--- config.mk ---
export PLATFORM = sky130hd
export DESIGN_NAME = alu_arbiter
export DESIGN_NICKNAME = d
export VERILOG_FILES = /design/src/rtl/alu_arbiter.sv
export SDC_FILE = /design/constraint.sdc
export NUM_CORES = 1
export LEC_CHECK = 0
export CORE_MARGIN = 2
export CORE_UTILIZATION = 30
export DETAILED_ROUTE_END_ITERATION = 8
export HOLD_SLACK_MARGIN = 0.06
export PLACE_DENSITY = 0.76
export SLEW_MARGIN = 20
export SYNTH_ARGS = -nofsm -noshare
export SYNTH_HDL_FRONTEND = slang
export SYNTH_SLANG_ARGS = --single-unit
--- constraint.sdc ---
create_clock -name clk -period 3.3 [get_ports clk]
set_input_delay 0.495 -clock clk [delete_from_list [all_inputs] [get_ports clk]]
set_output_delay 0.495 -clock clk [all_outputs]
set_load 0.02 [all_outputs]
--- src/rtl/alu_arbiter.sv ---
// alu_arbiter: round-robin sharing of one combinational ALU among NUM_REQ clients.
// Optional response timeout is compiled in when ALU_ARB_TIMEOUT_EN is defined.
`timescale 1ns/1ps
module alu_arbiter #(
  parameter int BUS_WIDTH = 8,
  parameter int NUM_REQ   = 4,
  parameter int TIMEOUT   = 16
) (
  input  logic                         clk,
  input  logic                         rst,
  input  logic [NUM_REQ-1:0]           req_valid,
  output logic [NUM_REQ-1:0]           req_ready,
  input  logic [4*NUM_REQ-1:0]         req_opcode,
  input  logic [BUS_WIDTH*NUM_REQ-1:0] req_a,
  input  logic [BUS_WIDTH*NUM_REQ-1:0] req_b,
  input  logic [NUM_REQ-1:0]           req_carry_in,
  output logic [3:0]                   alu_opcode,
  output logic [BUS_WIDTH-1:0]         alu_a,
  output logic [BUS_WIDTH-1:0]         alu_b,
  output logic                         alu_carry_in,
  input  logic [BUS_WIDTH-1:0]         alu_y,
  input  logic [4:0]                   alu_flags,
  output logic [NUM_REQ-1:0]           rsp_valid,
  input  logic [NUM_REQ-1:0]           rsp_ready,
  output logic [BUS_WIDTH-1:0]         rsp_y,
  output logic [4:0]                   rsp_flags
`ifdef ALU_ARB_TIMEOUT_EN
  ,
  output logic                         rsp_timeout
`endif
);

  localparam int PW = (NUM_REQ > 1) ? $clog2(NUM_REQ) : 1;

  if (NUM_REQ < 2 || NUM_REQ > 8 ||
      TIMEOUT < 2 || TIMEOUT > 255) begin : g_param_chk
    $error("alu_arbiter: parameter out of range");
  end

  typedef enum logic [1:0] {
    IDLE,
    EXEC,
    RESP
  } state_e;

  state_e               state_q, state_d;
  logic [PW-1:0]        ptr_q, ptr_d;
  logic [PW-1:0]        gnt_q, gnt_d;
  logic [3:0]           op_q, op_d;
  logic [BUS_WIDTH-1:0] a_q, a_d;
  logic [BUS_WIDTH-1:0] b_q, b_d;
  logic                 cin_q, cin_d;
  logic [BUS_WIDTH-1:0] y_q, y_d;
  logic [4:0]           fl_q, fl_d;

`ifdef ALU_ARB_TIMEOUT_EN
  logic [7:0]           cnt_q, cnt_d;
  logic                 tmo_q, tmo_d;
`endif

  logic                 found;
  logic [PW-1:0]        sel;
  logic [PW-1:0]        gnt_nxt;
  logic                 hs;
  logic                 rsp_hs;

  // First valid requester searching upward from ptr, wrapping.
  always_comb begin
    found = 1'b0;
    sel   = '0;
    for (int i = 0; i < NUM_REQ; i++) begin
      if (!found && req_valid[(int'(ptr_q) + i) % NUM_REQ]) begin
        found = 1'b1;
        sel   = PW'((int'(ptr_q) + i) % NUM_REQ);
      end
    end
  end

  assign gnt_nxt = (int'(gnt_q) == NUM_REQ - 1) ? '0 : gnt_q + PW'(1);
  assign hs      = (state_q == IDLE) && found && !rst;
  assign rsp_hs  = (state_q == RESP) && rsp_ready[gnt_q];

  assign req_ready = hs ? (NUM_REQ'(1) << sel) : '0;
  assign rsp_valid = ((state_q == RESP) && !rst) ?
                     (NUM_REQ'(1) << gnt_q) : '0;

  assign alu_opcode   = op_q;
  assign alu_a        = a_q;
  assign alu_b        = b_q;
  assign alu_carry_in = cin_q;
  assign rsp_y        = y_q;
  assign rsp_flags    = fl_q;

`ifdef ALU_ARB_TIMEOUT_EN
  assign rsp_timeout = tmo_q;
`endif

  always_comb begin
    state_d = state_q;
    ptr_d   = ptr_q;
    gnt_d   = gnt_q;
    op_d    = op_q;
    a_d     = a_q;
    b_d     = b_q;
    cin_d   = cin_q;
    y_d     = y_q;
    fl_d    = fl_q;
`ifdef ALU_ARB_TIMEOUT_EN
    cnt_d   = '0;
    tmo_d   = 1'b0;
`endif
    unique case (state_q)
      IDLE: begin
        if (hs) begin
          state_d = EXEC;
          gnt_d   = sel;
          op_d    = req_opcode[int'(sel)*4 +: 4];
          a_d     = req_a[int'(sel)*BUS_WIDTH +: BUS_WIDTH];
          b_d     = req_b[int'(sel)*BUS_WIDTH +: BUS_WIDTH];
          cin_d   = req_carry_in[sel];
        end
      end
      EXEC: begin
        y_d     = alu_y;
        fl_d    = alu_flags;
        state_d = RESP;
      end
      RESP: begin
        if (rsp_hs) begin
          state_d = IDLE;
          ptr_d   = gnt_nxt;
        end
`ifdef ALU_ARB_TIMEOUT_EN
        else if (cnt_q == 8'(TIMEOUT - 1)) begin
          state_d = IDLE;
          ptr_d   = gnt_nxt;
          tmo_d   = 1'b1;
        end else begin
          cnt_d   = cnt_q + 8'd1;
        end
`endif
      end
      default: state_d = IDLE;
    endcase
  end

  always_ff @(posedge clk) begin
    if (rst) begin
      state_q <= IDLE;
      ptr_q   <= '0;
      gnt_q   <= '0;
      op_q    <= '0;
      a_q     <= '0;
      b_q     <= '0;
      cin_q   <= 1'b0;
      y_q     <= '0;
      fl_q    <= '0;
`ifdef ALU_ARB_TIMEOUT_EN
      cnt_q   <= '0;
      tmo_q   <= 1'b0;
`endif
    end else begin
      state_q <= state_d;
      ptr_q   <= ptr_d;
      gnt_q   <= gnt_d;
      op_q    <= op_d;
      a_q     <= a_d;
      b_q     <= b_d;
      cin_q   <= cin_d;
      y_q     <= y_d;
      fl_q    <= fl_d;
`ifdef ALU_ARB_TIMEOUT_EN
      cnt_q   <= cnt_d;
      tmo_q   <= tmo_d;
`endif
    end
  end

endmodule
==> results by group, run 1 <==
Status
  – Status: finished, final reports clean

Synthesis
  – Ys Warns: 0
  – Register area share after synthesis: around 33%
  – Unique masters post-synth: 40
  – Mapped cell area: 2460 sq um
  – Syn nets: around 400
  – Syn Area/Cell: ~8.4 sq um
  – Yosys reg bits: 40
  – Synth Instances: a little under 300

Placed design
  – Dpl cell area: 4030 sq um
  – Port bufs: 148
  – Final GP Congestion: 0.741
  – Hpwl dp: 6070 um

Clock network
  – Reg clk slew, reported paths: 80 ps
  – Clock H-tree levels: 2
  – Clock sinks: 40
  – Postcts setup bufs: 0
  – Worst skew pair latency: 290 ps
  – Bufs on Longest Clock Path: 2
  – CTS tree: yes
  – Number of buffers created by CTS: 5
  – Cts repair resizes: 0
  – Post-CTS Hold Buffers: 0
  – Root Driver: clkbuf_8

Power
  – Pwr/cell area: 375 nW/um^2
  – Switch Pwr: 478 uW
  – Peak supply drop: between 0.00015 and 0.0002 V
  – Switching Share: 30.8%
  – Clock share of power: 26.8%
  – Leak Pwr: 0.00148 uW
  – Internal power: 1080 uW
  – Comb pwr share: 36.7%
  – Seq pwr share: 36.5%

Final layout
  – Layout cells sized above 1: 6.44%
  – Nets: 545
  – Fillers: about 800
  – Sequential cell area: 801 sq um
  – Fin area: 4140 sq um
  – Multi-input logic area: 1500 sq um
  – Area grow syn2layout: 68.2%
  – Layout Utilization: between 50% and 60%
  – # diodes: 0

Global routing
  – First-pass GRT wire length: about 12000 um
  – Vias in the first global route: between 2000 and 3000
  – GRT Overall Usage: 17.7%
  – Initial antenna violation count: 0
  – Largest net degree at the start of global routing: 24
  – Grt total ovfl: 0

Routing
  – Average wire per standard cell: roughly 15 um
  – DRC viols: 0
  – Post-route ant nets: 0
  – Vias/cell: 4.92
  – Router iterations before antenna repair: 4
  – Routed WL: approximately 8000 um
  – Via count: 2658
  – First DRT Iteration DRCs: 56

Setup path
  – CP Class: in2out
  – Crit path launch type: primary input
  – Reg-to-Reg End: alu_a[0]$_SDFFE_PP0P_
  – Cells on worst reg2reg path: 6
  – Worst path required time: 2800 ps
  – Max Fanout on Critical Path: 9
  – Arr. time, crit path: 2660 ps
  – R2R Path Start: ptr_q[1]$_SDFFE_PP0P_
  – CP Capture Type: output pin
  – R2R Setup Slk: roughly 1400 ps

Die
  – Initial Util: 30.4%
  – Die X: ~95 um
  – Cell Rows: 33
  – CORE AREA: slightly above 8000 sq um
  – Die footprint: 8950 sq um
  – Die height: 94.6 um
  – I/O Pins: 149

STA
  – Worst hold slack: 456 ps
  – Crit path time final: 3150 ps
  – Sum of negative setup slack: 0 ps
  – Max Freq: between 0.3 and 0.4 GHz
  – Final slew viol count: 0
  – Setup Viol. Count Final: 0
  – Final Hold Vio Count: 0
  – Clk_skew: 6.25 ps
  – Max_slew headroom: 41.5%
  – Final period utilization: 95.5%
  – Worst-Margin Slew: 875 ps
  – RSZ-0062 raised after global routing: no

Min path
  – Hold Path Class: reg2reg
  – Worst hold path endpoint: rsp_y[4]$_SDFFE_PP0N_
  – Hold Startpoint: rsp_y[4]$_SDFFE_PP0N_
  – Worst Hold Path Cells: 2

Run
  – Max Cap Viol: 0
## layer usage
metal | up-vias | global-route usage [%] | part of all wire (%)
met4 | 0 | 6.52 | 2.2
met5 | - | 0 | 0
met3 | 13 | 5.51 | 8.3
met1 | 1211 | 20.3 | 41
li1 | 1333 | - | -
met2 | 101 | 30.7 | 48
## critical path, stage by stage
cell and delay, ps:
clkdlybuf4s50_1 720, nor2b_1 230, o21ai_0 120, o21a_1 180, buf_4 170, nor2_1 120, clkdlybuf4s50_1 620
## registers in the layout, indices dropped and copies added (netlist names)
| signal | cells |
|---|---|
| alu_carry_in | 1 |
| state_q | 2 |
| alu_b | 8 |
| alu_opcode | 4 |
| rsp_flags | 5 |
| gnt_q | 2 |
| alu_a | 8 |
| rsp_y | 8 |
| ptr_q | 2 |
## synthesized netlist by cell type, drive strengths merged
cell     number  area share (%)
o221a         1            0.46
a211o         1            0.36
nor3b         1            0.30
a221o         5             2.0
ha            4             2.0
a21oi        23             4.7
nand2b        2            0.51
inv           8             1.2
o21ai        11             2.2
clkbuf        6            0.91
nand2        56             8.5
nor3          2            0.61
o22ai         3            0.76
a21o          1            0.30
o21a         20             6.1
and4b         1            0.41
o41ai         1             1.1
dfxtp        40              33
or3           1            0.25
and2         19             4.8
mux4          1            0.91
o2bb2ai      14             5.0
nor2          6            0.91
and3          2            0.51
or2           2            0.51
mux2i        22             8.9
buf          19             4.9
nor2b         2            0.51
or3b          1            0.36
nand3b        1            0.30
a221oi        3             1.3
a311o        14             5.7
## cells in the final DEF, fill, tap and decap left out, types with 2 or more instances in the layout
cell type and n:
o21ai_0 2, or2_1 2, and3_1 2, nand2b_1 2, mux2i_1 22, o21a_1 20, buf_4 11, ha_1 4
o21ai_1 9, a221oi_1 2, clkinv_4 2, dfxtp_1 40, and2_0 14, a21oi_1 23, a221o_1 5, inv_1 4
o22ai_1 3, clkdlybuf4s50_1 148, o2bb2ai_1 14, nand2_1 56, and2_1 5, nor2b_1 2, inv_2 4, a311o_1 14
nor2_1 6, clkbuf_8 5
## power by group through the flow
stage | Combinational (uW) | Sequential [uW] | Clock (uW)
floorplan | 232 | 635 | 0
global placement | 567 | 578 | 0
detailed placement | 574 | 579 | 0
CTS | 577 | 568 | 430
global route | 619 | 575 | 449
finish | 570 | 568 | 416
## kinds of logic (layout without fill, tap and decap cells)
logic type | count (synthesis) | count (layout) | share of synthesized area [%]
buf+inv | 33 | 175 | 7.06
flops | 40 | 40 | 32.5
compound gates | 97 | 97 | 30.0
mux | 23 | 23 | 9.85
fa+ha+maj | 4 | 4 | 2.03
simple gates | 96 | 96 | 18.5
## worst max-delay path by stage
stage	start	cells past startpoint	endpoint	slack (ps)
floorplan	req_valid[0]	7	req_ready[1]	1130
global placement	req_valid[0]	7	req_ready[1]	250
detailed placement	req_valid[0]	7	req_ready[1]	140
CTS	req_valid[0]	7	req_ready[1]	130
global route	req_valid[0]	7	req_ready[1]	30
finish	req_valid[0]	7	req_ready[1]	150
## stage by stage
step                      setup slack (ps)  std cells  power, uW
after floorplan                       1130        293        866
after global placement                 250        532       1140
after detailed placement               144        532       1150
after CTS                              134        540       1570
after global routing                  29.1        540       1640
final                                  147        540       1550
## final cells by class
type	count	share of cell area, %
clock inverters	3	1.15
repair buffers	159	37.8
multi-input cells	220	36.2
inverters	8	0.725
well taps	105	3.17
flip-flops and latches	40	19.3
clock buffers	5	1.66
(Power assumes the default switching activity.)
==> run 2, diff against run 1 <==
- ABC_CLOCK_PERIOD_IN_PS: default -> 3300
==> results of run 2 <==
Same layout as run 1: the final DEF is identical, and so are final timing and power.
==> run 3, diff against run 2 <==
- ABC_AREA: default -> 1
- PLACE_DENSITY: 0.76 -> 0.74
==> run 3 against run 2 <==
Flip-flop and latch count is the same. Die area increased by 8.0%. Combinational power grew 93%. Non-clock buffer count shrank 3. Routed wire length is 15% higher. Hold slack better by 64 ps. Maximum frequency rose by 0.30%. Critical path type unchanged.
==> results by group, run 3 <==
Status
  – Status: finished, final reports clean

STA
  – Setup Viol. Count Final: 0
  – Max_slew headroom: a little over half
  – Final slew viol count: 0
  – Max Freq: ~0.32 GHz
  – Worst-Margin Slew: 694 ps
  – Final Hold Vio Count: 0
  – Clk_skew: 9.47 ps
  – Sum of negative setup slack: 0 ps
  – RSZ-0062 raised after global routing: no
  – Crit path time final: 3140 ps
  – Final period utilization: 95.3%

Global routing
  – Grt total ovfl: 0
  – Vias in the first global route: 3112
  – First-pass GRT wire length: 14500 um
  – Initial antenna violation count: 0
  – Largest net degree at the start of global routing: 45
  – GRT Overall Usage: 18.2%

Final layout
  – Number of non-filler instances in the completed layout: 650
  – Commonest non-fill, non-tap cell in the layout: clkdlybuf4s50_1
  – Nets: 652
  – # diodes: 0
  – Layout cells sized above 1: 10.3%
  – Most frequent cells in the layout: 148 x clkdlybuf4s50_1, 76 x nor2_1, 72 x nand3_1
  – Area grow syn2layout: 60.6%

Setup path
  – R2R Path Start: ptr_q[0]$_SDFFE_PP0P_
  – Worst path required time: approximately 2800 ps
  – Slowest-stage cell, CP: clkdlybuf4s50_1
  – Cell mode on critical path: nand2_1
  – R2R Setup Slk: about 920 ps
  – Largest stage delay, worst path: 620 ps
  – Crit path launch type: primary input
  – CP Capture Type: output pin
  – Reg-to-Reg End: alu_b[0]$_SDFFE_PP0P_
  – Worst path buffer plus inverter count: 5
  – Max Fanout on Critical Path: 4
  – Arr. time, crit path: 2650 ps
  – Cells on worst reg2reg path: 14
  – CP Class: in2out
  – Crit-path leading delay family: buffers and inverters
  – CP cell instances: clkdlybuf4s50_1 -> inv_1 -> nand2_1 -> nand2_1 -> o21ai_1 -> inv_1 -> nand3_4 -> nand4_2 -> inv_2 -> nand2_1 -> nor2_1 -> clkdlybuf4s50_1

Synthesis
  – Most frequent cell after synthesis: nor2_1
  – Yosys top cell by area: dfxtp_1
  – Yosys reg bits: 40
  – Top cells by count, synth: 76 x nor2_1, 72 x nand3_1, 65 x nand2_1
  – Async SR Flop Fraction: 0%
  – Area fraction of the dominant cell type after synthesis: 30.0%
  – Mapped cell area: 2670 sq um
  – Syn nets: 515
  – Unique masters post-synth: 29
  – Syn Area/Cell: 6.61 sq um
  – Ys flop type: dfxtp_1
  – Post-synth EDFFs: 0
  – Ys Warns: 0
  – Register area share after synthesis: between 20 and 30%
  – Synth Instances: slightly above 400
  – Area contributors post-synth: dfxtp_1 30%, nand3_1 13%, nor2_1 11%

Die
  – Die height: 98.3 um
  – CORE AREA: 8680 sq um
  – I/O Pins: 149
  – Die X: 98.3 um
  – Cell Rows: 34
  – Initial Util: 30.8%
  – Die footprint: approximately 9700 sq um

Min path
  – Hold Path Class: reg2reg
  – Hold Startpoint: alu_b[7]$_SDFFE_PP0P_
  – Worst hold path endpoint: alu_b[7]$_SDFFE_PP0P_
  – Worst Hold Path Cells: 2

Routing
  – M1 wire length: 3830 um
  – Router iterations before antenna repair: 4
  – Via count: 3198
  – First DRT Iteration DRCs: 90
  – Met3 Wirelength: 831 um
  – Average wire per standard cell: 13.9 um
  – DRC viols: 0
  – Routed WL: 9060 um
  – Metal2 WL: 4320 um
  – Post-route ant nets: 0
  – Vias/cell: about 4.9
  – Top Metal Used: met4

Placed design
  – Port bufs: 148
  – Placed insts: 642
  – Hpwl dp: 6660 um
  – Final GP Congestion: between 0.8 and 0.9

Clock network
  – Cts repair resizes: 0
  – Post-CTS Hold Buffers: 0
  – Reg clk slew, reported paths: 90 ps
  – Root Driver: clkbuf_8
  – Postcts setup bufs: 0
  – Bufs on Longest Clock Path: 2
  – Worst skew pair latency: 290 ps
  – Number of buffers created by CTS: 5
  – CTS tree: yes
  – Clock H-tree levels: 2
  – Clock sinks: 40

Power
  – Peak supply drop: 0.000221 V
  – Pwr/cell area: 495 nW/um^2
  – Leak Pwr: 0.00173 uW

Run
  – Max Cap Viol: 0
## run 3: cell types whose count changed in the layout (fill, tap and decap cells not counted), sizes merged, moves of 14 or more
| cell | previous run | this run |
|---|---|---|
| nand3 | 0 | 86 |
| nor2 | 6 | 83 |
| o21ai | 11 | 38 |
| mux2i | 22 | 0 |
| o21a | 20 | 0 |
| and2 | 19 | 0 |
| nand2 | 56 | 75 |
| nand4 | 0 | 19 |
| a21oi | 23 | 5 |
| inv | 8 | 24 |
| a311o | 14 | 0 |
| o2bb2ai | 14 | 0 |
## run 3: worst max-delay path by stage
stage	from	end	slack, ps	cells past startpoint
after global placement	req_valid[3]	req_ready[1]	300	12
after global routing	req_valid[3]	req_ready[2]	40	12
after floorplan	req_valid[1]	req_ready[0]	860	11
after detailed placement	req_valid[3]	req_ready[3]	170	12
final	req_valid[3]	req_ready[2]	160	12
after CTS	req_valid[3]	req_ready[3]	170	12
## run 3: cell type report
cell class | instances | area [sq um]
fillers | 874 | 4390
multi-input cells | 314 | 1610
repair buffers | 156 | 1540
flip-flops and latches | 40 | 801
well taps | 108 | 135
inverters | 24 | 90.1
clock buffers | 5 | 68.8
clock inverters | 3 | 47.5
## run 3: routing by layer
metal  track usage, %  up-vias
met5                0        -
met4             4.11        0
met3             5.44       11
met2             33.1      141
met1             20.9     1424
li1                 -     1622
## run 3: kinds of logic after synthesis
kind of cell,Yosys count,share of synthesized area [%]
buffers and inverters,50,9.89
AO/OA/AOI/OAI,46,9.23
flip-flops,40,30.0
adder cells (fa/ha/maj),4,1.87
AND/OR/NAND/NOR,264,49.0
## run 3: worst min-delay path, cell delays in order (launching register included)
cell and delay [ps]:
dfxtp_1 340, o21ai_1 70, nor2_1 90
## run 3: metrics by stage
step                instance area [sq um]  utilization [%]  setup slack (ps)  total power, uW  hold WS [ps]
floorplan                            2670                -               860             1340           481
global placement                     4170             48.1               295             1700           490
detailed placement                   4170             48.1               174             1720           505
CTS                                  4290             49.4               165             2140           524
global route                         4290             49.4              35.6             2280           555
finish                               4290             49.4               156             2120           520
## run 3: report_power, final
part	internal, uW	total [uW]	switching [uW]
clock	228	412	184
combinational	452	1100	648
sequential	566	610	44.0
==> edit: new RTL, config.mk and constraints of run 1 <==
Put one more register stage on the output `rsp_flags`, cleared by the reset. The value now appears one clock later. The other outputs are not delayed to match.
--- a/src/rtl/alu_arbiter.sv
+++ b/src/rtl/alu_arbiter.sv
@@ -91,3 +91,9 @@
   assign rsp_y        = y_q;
-  assign rsp_flags    = fl_q;
+  always_ff @(posedge clk) begin
+    if (rst) begin
+      rsp_flags <= '0;
+    end else begin
+      rsp_flags <= fl_q;
+    end
+  end
 
Check against the original RTL: not equivalent (a bounded check fails within 4 cycles, from zero or initial values and one cycle with rst high).
==> edit against run 1 <==
- sequential cell count grew 5
- routed wire length grew 15%
- global-route usage grew 0.97 points
- first-iteration DRC count grew 38%
- final area grew 4.8%
- clock skew grew 3.2 ps
- area after synthesis grew 6.6%
- total power grew 4.0%
- setup slack gained 85 ps
- highest routed layer unchanged
==> edit: results (changes against run 1) <==
Multi-input combinational area share = 36.0% (-0.23 points)
Tightest Pin Transition = 813 ps (-62.5 ps)
Ys async rst share = 0% (unchanged)
Synth warnings = 0 (unchanged)
Nonclk inv count = 8 (unchanged)
Wire per inst = 16.1 microns (+11%)
Mapped Cells = 303 (+3.4%)
DRT Pass-1 Iters = 4 (unchanged)
Number of non-clock buffers = 164 (+3.1%)
DR vias/cell = 5.19 (+5.4%)
CP arrival = 2570 ps (-90 ps)
Layout non-clock buf frac = 36.8% (-0.93 points)
I/O Buffers = 148 (unchanged)
Max IR drop VDD = 0.204 mV (+23%)
Fin cells = 559 (+3.5%)
Std cell rows = 34 (+3.0%)
CP max stage cell = clkdlybuf4s50_1
Num CTS Buffers = 5 (unchanged)
Final GP Congestion = 0.965 (+30%)
Filler Cells Inserted = 792 (+1.8%)
Synth cell types = 45 (+13%)
Ant. Diodes = 0 (unchanged)
Outcome = finished clean
PD cells = 372 nW/um^2 (-0.76%)
GR Overflow Total = 0 (unchanged)
Clock Sinks = 45 (+13%)
CTS Buffer Depth = 2 (unchanged)
Worst slack, placed = 122 ps (-22.1 ps)
Initial drt markers = 77 (+38%)
Vias in the first global route = 2942 (+13%)
Syn_nets = 414 (+2.5%)
Max stage delay on crit path = 620 ps (-100 ps)
Placed instance count = 551 (+3.6%)
Multi-In Gates = 226 (+2.7%)
Most frequent cells after synthesis = dfxtp_1, nor2_1, nand2_1
Clock-cell share = 2.65% (-0.16 points)
Largest net degree at the start of global routing = 41 (+71%)
Worst skew pair latency = 300 ps
Hpwl dp = 6780 microns (+12%)
Global Route Usage Sum = 18.6% (+0.97 points)
Post-CTS setup buffer count = 0 (unchanged)
Clk slew on worst S/H paths = 100 ps (+20 ps)
Sequential portion of the cell area = 20.7% (+1.4 points)
Synth top area cells = dfxtp_1, a211oi_2, a21o_1, a221oi_1, nand3_1
H-tree depth = 2 (unchanged)
Worst Path Max Fanout = 4 (-5)
Global-route wire length before repair = 14600 microns (+18%)
Register area share after synthesis = 34.3% (+1.8 points)
Clock Tree Root = clkbuf_8
Min-delay worst type = flop to flop
LEAKAGE = 1.60 nW (+8.2%)
Area after DPL = 4230 sq um (+4.9%)
Ratio of cells with drive above 1 in the final layout = 12.9% (+6.4 points)
Initial antenna violation count = 0 (unchanged)
Clock skew = 9.44 ps (+3.19 ps)
-- edit: cell count changes after synthesis, moves of 17 or more --
cell            run 1  this run
a21o_1              1        18
nor2_1              6        26
nand2_1            56        24
o21a_1             20         0
nand3_1             0        21
mux2i_1            22         4
-- edit: path summary, 6_finish.rpt --
kind,from,cells after the start,endpoint,slack (ps)
hold reg to reg,fl_q[0]$_SDFFE_PP0N_,1,rsp_flags[0]$_SDFF_PP0_,460
setup / recovery,req_valid[2],7,req_ready[1],230
setup reg to reg,ptr_q[0]$_SDFFE_PP0P_,6,alu_a[6]$_SDFFE_PP0P_,1290
hold / removal,fl_q[0]$_SDFFE_PP0N_,1,rsp_flags[0]$_SDFF_PP0_,460
-- edit: where the power goes --
part           total (mW)  switching, mW  internal, mW
clock               0.428          0.201         0.227
combinational       0.561          0.266         0.295
sequential          0.627         0.0294         0.598
-- edit: per-layer routing --
layer	GRT usage [%]	up-vias	part of all wire, %	wire, microns
met5	0	-	0	0
met4	4.27	0	0.99	89
met3	5.83	8	9.4	848
met2	32.0	127	48	4310
met1	22.8	1356	42	3750
li1	-	1409	-	-
-- edit: repair_timing --
action | in CTS | in global routing
gates resized for setup | 0 | 1
endpoints found under the setup margin | 0 | 1
hold buffers | 0 | 0
endpoints found under the hold margin | 0 | 0
-- edit: critical path, delay by kind of cell --
kind | cells | cell delay, ps
and+or+nand+nor | 5 | 1010
buffers and inverters | 2 | 1070
-- edit: kinds of logic (layout without fill, tap and decap cells) --
group | count (synthesis) | after routing | share of synthesized area [%]
muxes | 5 | 5 | 2.38
DFF | 45 | 45 | 34.3
and+or+nand+nor | 104 | 104 | 20.7
adders and majority gates | 4 | 4 | 1.91
AOI/OAI and AO/OA | 113 | 113 | 34.4
buffers and inverters | 32 | 180 | 6.34
